<file path="src/rtl/debounce_sync.sv">
// debounce_sync: brings an asynchronous, possibly bouncy level into the clk
// domain through a SYNC_STAGES-deep synchronizer. A two-state counter FSM
// then debounces it. The block outputs the current/previous debounced sample
// pair for a downstream rising-edge detector (data_cur -> data_in1,
// data_prev -> data_in2).
//
// Optional feature: define DEBOUNCE_GLITCH_COUNT_EN to add glitch_cnt[7:0].
// This is a saturating count of candidate changes that were rejected as
// glitches.
//
// rst_n is asynchronous active-low. Its deassertion is assumed to be
// synchronized to clk outside this block.
module debounce_sync #(
    parameter int SYNC_STAGES  = 2,   // 2..4
    parameter int DEBOUNCE_CNT = 16,  // 1..2**CNT_W
    parameter int CNT_W        = 5    // must hold DEBOUNCE_CNT-1
) (
    input  logic       clk,
    input  logic       rst_n,
    input  logic       data_raw,
    output logic       data_cur,
    output logic       data_prev,
    output logic       busy
`ifdef DEBOUNCE_GLITCH_COUNT_EN
    ,
    output logic [7:0] glitch_cnt
`endif
);

    // Last count value of a qualification window. Reaching it while the
    // input is still mismatched accepts the change.
    localparam logic [CNT_W-1:0] CNT_MAX = CNT_W'(DEBOUNCE_CNT - 1);

    // busy is the state bit itself, so it is registered by construction.
    typedef enum logic {
        STABLE = 1'b0,
        CHECK  = 1'b1
    } state_t;

    logic [SYNC_STAGES-1:0] sync_q, sync_d;
    logic                   sync_out;
    state_t                 state_q, state_d;
    logic [CNT_W-1:0]       cnt_q, cnt_d;
    logic                   data_cur_q, data_cur_d;
    logic                   data_prev_q, data_prev_d;
`ifdef DEBOUNCE_GLITCH_COUNT_EN
    logic [7:0]             glitch_q, glitch_d;
    logic                   glitch_evt;
`endif

    assign sync_out = sync_q[SYNC_STAGES-1];

    // Synchronizer chain next value: pure shift, no other logic on the chain.
    always_comb begin
        sync_d = {sync_q[SYNC_STAGES-2:0], data_raw};
    end

    // Synchronizer chain registers.
    always_ff @(posedge clk or negedge rst_n) begin
        if (!rst_n) sync_q <= '0;
        else        sync_q <= sync_d;
    end

    // Debounce next-state logic. A candidate change must stay mismatched for
    // DEBOUNCE_CNT consecutive CHECK cycles. Any return to data_cur aborts it.
    always_comb begin
        state_d     = state_q;
        cnt_d       = cnt_q;
        data_cur_d  = data_cur_q;
        data_prev_d = data_cur_q;
`ifdef DEBOUNCE_GLITCH_COUNT_EN
        glitch_evt  = 1'b0;
`endif
        case (state_q)
            STABLE: begin
                cnt_d = '0;
                if (sync_out != data_cur_q) state_d = CHECK;
            end
            CHECK: begin
                if (sync_out == data_cur_q) begin
                    state_d = STABLE;
                    cnt_d   = '0;
`ifdef DEBOUNCE_GLITCH_COUNT_EN
                    glitch_evt = 1'b1;
`endif
                end else if (cnt_q == CNT_MAX) begin
                    data_cur_d = sync_out;
                    state_d    = STABLE;
                    cnt_d      = '0;
                end else begin
                    cnt_d = cnt_q + 1'b1;
                end
            end
            default: begin
                state_d = STABLE;
                cnt_d   = '0;
            end
        endcase
    end

`ifdef DEBOUNCE_GLITCH_COUNT_EN
    // Saturating glitch counter next value.
    always_comb begin
        glitch_d = glitch_q;
        if (glitch_evt && glitch_q != 8'hFF) glitch_d = glitch_q + 8'd1;
    end
`endif

    // FSM, counter and output registers. All clear asynchronously on reset.
    always_ff @(posedge clk or negedge rst_n) begin
        if (!rst_n) begin
            state_q     <= STABLE;
            cnt_q       <= '0;
            data_cur_q  <= 1'b0;
            data_prev_q <= 1'b0;
`ifdef DEBOUNCE_GLITCH_COUNT_EN
            glitch_q    <= 8'd0;
`endif
        end else begin
            state_q     <= state_d;
            cnt_q       <= cnt_d;
            data_cur_q  <= data_cur_d;
            data_prev_q <= data_prev_d;
`ifdef DEBOUNCE_GLITCH_COUNT_EN
            glitch_q    <= glitch_d;
`endif
        end
    end

    assign data_cur  = data_cur_q;
    assign data_prev = data_prev_q;
    assign busy      = (state_q == CHECK);
`ifdef DEBOUNCE_GLITCH_COUNT_EN
    assign glitch_cnt = glitch_q;
`endif

endmodule

</file>
<file path="config.mk">
export PLATFORM = sky130hd
export DESIGN_NAME = debounce_sync
export DESIGN_NICKNAME = d
export VERILOG_FILES = /design/src/rtl/debounce_sync.sv
export SDC_FILE = /design/constraint.sdc
export NUM_CORES = 1
export LEC_CHECK = 0
export ABC_AREA = 1
export CORE_AREA = 8 8 45 47
export DETAILED_ROUTE_END_ITERATION = 12
export DIE_AREA = 0 0 53 55
export PLACE_DENSITY = 0.54
export SLEW_MARGIN = 40
export SYNTH_ARGS = -nofsm -noshare
export SYNTH_HDL_FRONTEND = slang
export SYNTH_SLANG_ARGS = --single-unit
</file>
<file path="constraint.sdc">
create_clock -name clk -period 1.1 [get_ports clk]
set_input_delay 0.22 -clock clk [delete_from_list [all_inputs] [get_ports clk]]
set_output_delay 0.22 -clock clk [all_outputs]
set_load 0.02 [all_outputs]
</file>
==> flow_summary_export.csv <==
group,metric,value,unit
outcome,status,"finished, final reports clean",
worst_setup_path,cp.arrival,1.20,ns
global_route,grt_pass1_vias,302,
yosys,synth_area_leaders,"dfrtp_1 (63%), nand2_1 (7.6%), inv_1 (4.7%)",
power_and_ir_drop,irDropWorstVdd,0.949,mV
global_route,grt_pass1_wl,1.18,mm
final_layout,design_area,553,sq um
routing,vias_per_cell,4.29,
clock_tree,htreeDepth,1,
final_layout,nets,59,
global_route,grt_use_met2,7.81,%
die,die_h,55,microns
yosys,yosysWarnings,0,
timing,tightestPinTransition,0.187,ns
yosys,ys_types,12,
clock_tree,cts_sinks,10,
clock_tree,clk_latency,0.26,ns
timing,relSlewSlack,87.5,%
global_route,grtUsageMet1,6.09,%
worst_setup_path,endpoint_kind,"flop",
routing,drtAntennaViolNets,0,
timing,period_share,94.7,%
final_layout,multi_input_area,155,sq um
die,fp.dieW,53,microns
power_and_ir_drop,cellPowerDensity,1350,nW/um^2
clock_tree,clockRootBuffer,"clkbuf_4",
yosys,ys_seq_elements,10,
yosys,synth-seq-area-share,63.1,%
flow_run,maxCapViolations,0,
yosys,netlist.area_leader.share,63.1,%
die,core_region_area,1380,sq um
final_layout,regArea,250,sq um
routing,dr_total_vias,300,
hold_path,min_path_type,"input pin to async pin",
die,ios,6,
timing,slew_viol_final,0,
placement,dpl.hpwl,485,microns
placement,io_buffers,5,
timing,fmax,960,MHz
worst_setup_path,path_class,"flop to flop",
routing,wl,688,microns
routing,drtIter0Drc,6,
routing,wire_per_inst,9.83,microns
worst_setup_path,crit_fanout,3,
routing,drt_pre_antenna_iters,4,
final_layout,num-fill-cells,146,
final_layout,diodes,0,
timing,setup_viol,0,
timing,min_period,1.04,ns
global_route,grt_max_degree,11,
clock_tree,cts_tree,"done",
yosys,synth_nets,44,
yosys,syn_area,397,sq um
global_route,track_usage,5.68,%
die,die_area,2920,sq um
worst_setup_path,crit_path_start_kind,"flop",
global_route,overflow,0,
yosys,synth_cells,40,
routing,drc,0,
global_route,antenna_found_initial,0,
timing,finalHoldViolations,0,
timing,rsz0062_at_grt,"true",
die,rows,14,
clock_tree,post_cts_buffers,0,
worst_setup_path,required,1.26,ns
power_and_ir_drop,power_leakage,0.261,nW
placement,gp_congestion,0.785,
yosys,synth_area_per_cell,9.92,sq um
clock_tree,path_clk_slew,0.06,ns
clock_tree,clockBufferDepth,2,
placement,place_area,504,sq um
final_layout,area_growth_syn_to_layout,39.4,%
clock_tree,cts_buffers,3,
global_route,met3_usage,5.61,%
timing,hold_ws,0.243,ns
die,start_util,28.7,%
yosys,yosysTopAreaCell,"dfrtp_1",
timing,skew,0.00289,ns
global_route,busiest_layer,"met2",
final_layout,drive_above_1_share,31.5,%
power breakdown:
| group | internal (mW) | total [mW] | switching, mW |
|---|---|---|---|
| logic | 0.0231 | 0.0466 | 0.0236 |
| registers | 0.377 | 0.383 | 0.00599 |
| clock network | 0.201 | 0.320 | 0.119 |
final cells by class:
class                      instances  area share, %
multi-input combinational         25           28.1
clock buffer                       4           6.56
tap                               16           3.62
sequential                        10           45.2
timing repair buffer              10           13.1
inverter                           5           3.39
flip-flops by register name, indices dropped and copies added (netlist names):
register and count:
cnt_q 5, sync_q 2, data_prev 1, busy 1, data_cur 1
path summary, 6_finish.rpt:
check                                          from             endpoint  slack, ns  cells past startpoint
min in group clk                sync_q[0]$_DFF_PN0_  sync_q[1]$_DFF_PN0_       0.35                      0
worst min register to register  sync_q[0]$_DFF_PN0_  sync_q[1]$_DFF_PN0_       0.35                      0
max in group asynchronous                     rst_n   cnt_q[4]$_DFF_PN0_       0.72                      2
worst max register to register   cnt_q[1]$_DFF_PN0_       busy$_DFF_PN0_       0.06                      5
worst max-delay path             cnt_q[1]$_DFF_PN0_       busy$_DFF_PN0_       0.06                      5
worst min-delay path                          rst_n   cnt_q[0]$_DFF_PN0_       0.24                      2
critical path, cell delays in order (launching register included):
cell and delay, ns:
dfrtp_1 0.39, ha_4 0.17, nand2_2 0.07, nor2_4 0.10
nand3_2 0.07, and2_1 0.13
synthesized netlist by cell type:
| cell type | instances |
|---|---|
| and2_1 | 1 |
| dfrtp_1 | 10 |
| ha_1 | 1 |
| inv_1 | 5 |
| nand2_1 | 8 |
| nand2_2 | 1 |
| nand3_1 | 3 |
| nand4_1 | 3 |
| nor2_1 | 5 |
| nor2_2 | 1 |
| o21ai_0 | 1 |
| xnor2_1 | 1 |
logic make-up after synthesis:
kind of cell    count (synthesis)  share of synthesized area, %
simple gates                   22                          25.6
flops                          10                          63.1
buf+inv                         5                          4.73
compound gates                  1                          1.26
xor+xnor                        1                          2.21
fa+ha+maj                       1                          3.15
metrics by stage:
step	setup slack (ns)	instances	TNS [ns]	power, mW	utilization (%)
detailed placement	-0.0430	66	-0.106	0.435	36.4
floorplan	0.0473	40	0	0.404	-
CTS	0.00609	70	0	0.757	38.6
finish	0.0586	70	0	0.749	40.0
global route	-0.0204	70	-0.0340	0.782	40.0
global placement	-0.0388	66	-0.0911	0.435	36.4
metal layers:
| metal | wire (microns) | vias up | part of all wire (%) |
|---|---|---|---|
| li1 | - | 155 | - |
| met1 | 306 | 136 | 44 |
| met2 | 295 | 9 | 43 |
| met3 | 86 | 0 | 13 |
| met4 | 0 | 0 | 0 |
| met5 | 0 | - | 0 |
what timing repair did:
item / in CTS / in global routing
pin swaps: 0 / 1
setup endpoints to repair: 4 / 6
hold buffers: 0 / 0
gates resized for setup: 12 / 5
cells in the final DEF (no fill, tap or decap):
master | synthesis | routed
ha_4 | 0 | 1
o21ai_0 | 1 | 1
and2_1 | 1 | 1
nand3_1 | 3 | 1
nor2_4 | 0 | 1
buf_4 | 0 | 5
inv_1 | 5 | 5
clkbuf_8 | 0 | 1
nand3_2 | 0 | 2
xnor2_1 | 1 | 1
nor2_1 | 5 | 5
clkbuf_4 | 0 | 3
dfrtp_1 | 10 | 10
clkdlybuf4s50_1 | 0 | 2
buf_2 | 0 | 3
nand4_1 | 3 | 3
nand2_2 | 1 | 1
nand2_1 | 8 | 8
(Power assumes the default switching activity.)
==> RTL change 1, RTL diff (same settings) <==
Reset style: synchronous (`rst_n`), changed in 2 clocked blocks. Comments in the files are not updated.
--- a/src/rtl/debounce_sync.sv
+++ b/src/rtl/debounce_sync.sv
@@ -57,5 +57,5 @@
 
     // Synchronizer chain registers.
-    always_ff @(posedge clk or negedge rst_n) begin
+    always_ff @(posedge clk) begin
         if (!rst_n) sync_q <= '0;
         else        sync_q <= sync_d;
@@ -108,5 +108,5 @@
 
     // FSM, counter and output registers. All clear asynchronously on reset.
-    always_ff @(posedge clk or negedge rst_n) begin
+    always_ff @(posedge clk) begin
         if (!rst_n) begin
             state_q     <= STABLE;
Behaviour: differs if rst_n is asserted again (counterexample within 4 cycles, from zero or initial values and one cycle with rst_n low); with rst_n held inactive, the same outputs for 10 cycles.
==> RTL change 1 against the unedited design <==
  * The flow now finishes with violations (setup timing)
  * Sequential power shrank 4%
  * Final area shrank 1.1%
  * Non-clock buffer count grew 2
  * Core utilization shrank 0.45 points
  * Synthesized area shrank 4.1%
  * Setup slack lost 150 ps
  * Wire length shrank 9.4%
  * Combinational power shrank 44%
  * Synthesized cell count grew 20%
  * Final cell count grew 14%
  * Total power shrank 4.5%
  * Sequential cell count is the same
  * Critical endpoint is now cnt_q[4]
==> RTL change 1: results (changes against the unedited design) <==
The flow ran to the end, but the final reports show violations. The final reports fail on setup timing. The aggregate global-route resource usage came out at 0.0477 (-0.00917). The final worst setup slack is -92.4 ps (-151 ps). The cell type of the slowest stage on the worst timing path is dfxtp_2. The count of nets after finishing came out at 70 (+19%).

Yosys attributes the largest share of cell area to dfxtp_1, nand2_1, inv_1. The post-synthesis adder-cell area fraction came to 0.0658 (+0.0342). The pin slew with the least headroom to its limit came out at 162 ps (-25.4 ps).

The number of vias per cell after detailed routing is 3.98 (-7.2%). The wire length on met3 is 26 µm (-70%). The largest voltage drop on the vdd net is 0.000536 V (-44%). The largest driver fanout on the critical path came out at 5 (+2). The complex-gate fraction of the synthesized area is 0.0296 (+0.0170).

The clock network power was 321 µW (about the same). The leading register cell type out of synthesis is dfxtp_1. The post-synthesis cell type count came to 13 (+1).

The met2 wire length is 291 µm (-1.4%). The critical path starts at cnt_q[1]. The pin count of the biggest net entering global routing came out at 7 (-4).

The number of global-route vias before repair is 280 (-7.3%). The leakage power came out at 0.251 nW (-4.0%). The placer's final routability congestion estimate is 0.669 (-15%). The final count of negative-setup-slack endpoints came out at 7 (+7). In this run the critical register-to-register path is captured at cnt_q[4].

The number of cell instances on the worst register-to-register path is 9 (+4). The setup clock skew after layout was 1.99 ps (-0.899 ps). The global routing usage on met2 was 0.0703 (-0.00781). The met1 global-route usage is 0.0551 (-0.00581).
==> RTL change 1: cell count changes after synthesis, moves of 2 or more <==
cell     change
nand3_1      -2
nand4_1      -2
dfrtp_1     -10
nand2_1      +5
inv_1        +4
dfxtp_1     +10
==> RTL change 1: layout make-up <==
cell class,instances,area (µm²)
inverters,10,37.5
flip-flops and latches,10,203
fillers,136,837
repair buffers,12,87.6
multi-input cells,28,163
clock buffers,4,36.3
well taps,16,20.0
==> RTL change 1: metrics by stage <==
| step | total power [mW] | std cells | setup TNS (ps) | cell area, µm² | util |
|---|---|---|---|---|---|
| 6_report | 0.715 | 80 | -473 | 547 | 0.395 |
| 5_1_grt | 0.749 | 80 | -1090 | 547 | 0.395 |
| 4_1_cts | 0.723 | 79 | -786 | 552 | 0.399 |
| 3_5_place_dp | 0.404 | 75 | -792 | 513 | 0.371 |
| 3_3_place_gp | 0.404 | 75 | -849 | 513 | 0.371 |
| 2_1_floorplan | 0.387 | 48 | -282 | 398 | - |
==> RTL change 2, RTL diff (config.mk and constraints unchanged) <==
Made on the original files. The parameter `CNT_W` goes from 5 to 4.
--- a/src/rtl/debounce_sync.sv
+++ b/src/rtl/debounce_sync.sv
@@ -14,5 +14,5 @@
     parameter int SYNC_STAGES  = 2,   // 2..4
     parameter int DEBOUNCE_CNT = 16,  // 1..2**CNT_W
-    parameter int CNT_W        = 5    // must hold DEBOUNCE_CNT-1
+    parameter int CNT_W        = 4    // must hold DEBOUNCE_CNT-1
 ) (
     input  logic       clk,
Function: no difference found for any inputs over 10 cycles, from zero or initial values and one cycle with rst_n low; that may be too few to reach the edited logic, so the function may still have changed.
==> RTL change 2 against the unedited design <==
  * Clock power fell by 23%
  * Global-route usage fell by 0.50 points
  * Total power fell by 16%
  * Final area fell by 17%
  * Synthesized area fell by 11%
  * Setup slack improved by 35 ps
  * Sequential cell count fell by 1
  * Wire length fell by 17%
  * Critical path depth fell by 4
  * Largest cell class unchanged
  * Die area did not move
==> RTL change 2: results (changes against the unedited design) <==
After synthesis, the most frequently instantiated cells are dfrtp_1, nand2_1, inv_1. The proportion of layout cells with a drive suffix above 1 is 0.255 (-0.0595). The data arrival time at the worst-slack endpoint is 790 ps (-410 ps). The instance count after placement with tap cells included is 59 (-11%). The post-synthesis cell type count came out at 12 (unchanged).

The classification of the worst-slack hold path is input pin to asynchronous set/reset pin. The fraction of power spent switching nets is 0.220 (+0.0221). The initial antenna violation count came out at 0 (unchanged). The routed length on met1 came to 255 µm (-17%). The delay of the slowest critical-path stage came to 370 ps (-20 ps). The largest driver fanout on the critical path was 2 (-1). The sequential cell area fraction in the yosys report is 0.638 (+0.00738). The number of nets produced by synthesis is 39 (-11%). The aggregate routed wire length came out at 573 µm (-17%).

The global routing usage on met2 came out at 0.0762 (-0.00195). The number of filler instances in the final layout came out at 141 (-3.4%). In this design, the largest share of critical-path delay is due to flip-flops. The met1 global-route usage came to 0.0515 (-0.00946). The detailed-placement wirelength estimate is 429 µm (-11%).

The routed via count is 269 (-10%). The met2 wire length is 251 µm (-15%). The aggregate global-route resource usage came out at 0.0518 (-0.00500). The flow ran to the end, and the final reports show no timing, DRC or antenna violations.

The met3 demand-to-capacity share in global routing is 0.0348 (-0.0214). Among all stages on the critical path, the largest delay is contributed by dfrtp_1. The setup slack after placement is -51.7 ps (-8.68 ps).

The wire length on met3 is 55 µm (-36%). The post-synthesis area per instance came out at 10.1 µm² (+1.7%). The number of vias per cell after detailed routing is 4.27 (-0.37%).

The initial detailed-routing violation count came to 4 (-2). In the final layout, the registers with the most flip-flops are cnt_q: 4 flops, sync_q: 2 flops. The cell area after placement is 445 µm² (-12%). The pin slew with the least headroom to its limit came to 396 ps (+209 ps). The post-synthesis async set-or-reset flop share came to 1.00 (unchanged). The pin count of the biggest net entering global routing was 10 (-1). The highest layer touched by signal routing is met4. The number of buffers between clock root and the deepest sink came out at 2 (unchanged). The leakage power came out at 0.237 nW (-9.2%). The setup clock skew after layout came out at 5.98 ps (+3.10 ps). Yosys attributes the largest share of cell area to dfrtp_1, nand2_1, inv_1. The total power of the final layout came to 630 µW (-16%).

The length of the first detailed-routing pass in iterations is 4 (unchanged). The largest voltage drop on the vdd net came to 0.000538 V (-43%). The global-route wire length before repair is 1.06 mm (-9.9%). The placer's final routability congestion estimate is 0.753 (-4.1%).

The power in sequential cells was 345 µW (-9.9%). The H-tree depth was 1 (unchanged). The count of nets after finishing came out at 52 (-12%).

The TritonCTS buffer count came to 3 (unchanged).
==> RTL change 2: changes by cell type after synthesis <==
cell,before,now
nand4_1,3,1
nand3_2,0,1
nor2_1,5,4
dfrtp_1,10,9
nand2_2,1,0
a21oi_1,0,1
nand3_1,3,2
and2_1,1,0
==> RTL change 2: repair_timing <==
item	4_1_cts	5_1_grt
hold buffers	0	0
gates resized for setup	11	2
cloned	0	0
setup endpoints to repair	3	2
setup buffers	0	0
==> RTL change 2: cell families after synthesis <==
| family | after synthesis | share of synthesized area |
|---|---|---|
| AND/OR/NAND/NOR | 17 | 0.220 |
| flip-flops | 9 | 0.638 |
| buffers and inverters | 5 | 0.0532 |
| AO/OA/AOI/OAI | 2 | 0.0283 |
| XOR/XNOR | 1 | 0.0248 |
| adder cells (fa/ha/maj) | 1 | 0.0355 |
==> RTL change 2: path summary, 6_finish.rpt <==
| kind | cells after the start | endpoint | slack [ps] | from |
|---|---|---|---|---|
| setup / recovery | 1 | data_cur | 90 | data_cur |
| hold reg to reg | 0 | sync_q[1] | 350 | sync_q[0] |
| max in group asynchronous | 1 | cnt_q[3] | 560 | rst_n |
| min in group clk | 0 | sync_q[1] | 350 | sync_q[0] |
| hold / removal | 1 | data_cur | 250 | rst_n |
| setup reg to reg | 4 | cnt_q[3] | 100 | cnt_q[1] |
==> RTL change 2: area by class of cell <==
class                   instances  share of cell area
inverters                       5              0.0410
multi-input cells              21               0.238
flip-flops and latches          9               0.492
clock inverters                 1              0.0109
repair buffers                  8               0.126
well taps                      16              0.0437
clock buffers                   3              0.0492
==> RTL change 2: through the flow <==
| stage | TNS, ps | utilization |
|---|---|---|
| floorplan | 0 | - |
| global placement | -98.6 | 0.322 |
| detailed placement | -115 | 0.322 |
| CTS | 0 | 0.335 |
| global route | 0 | 0.331 |
| finish | 0 | 0.331 |
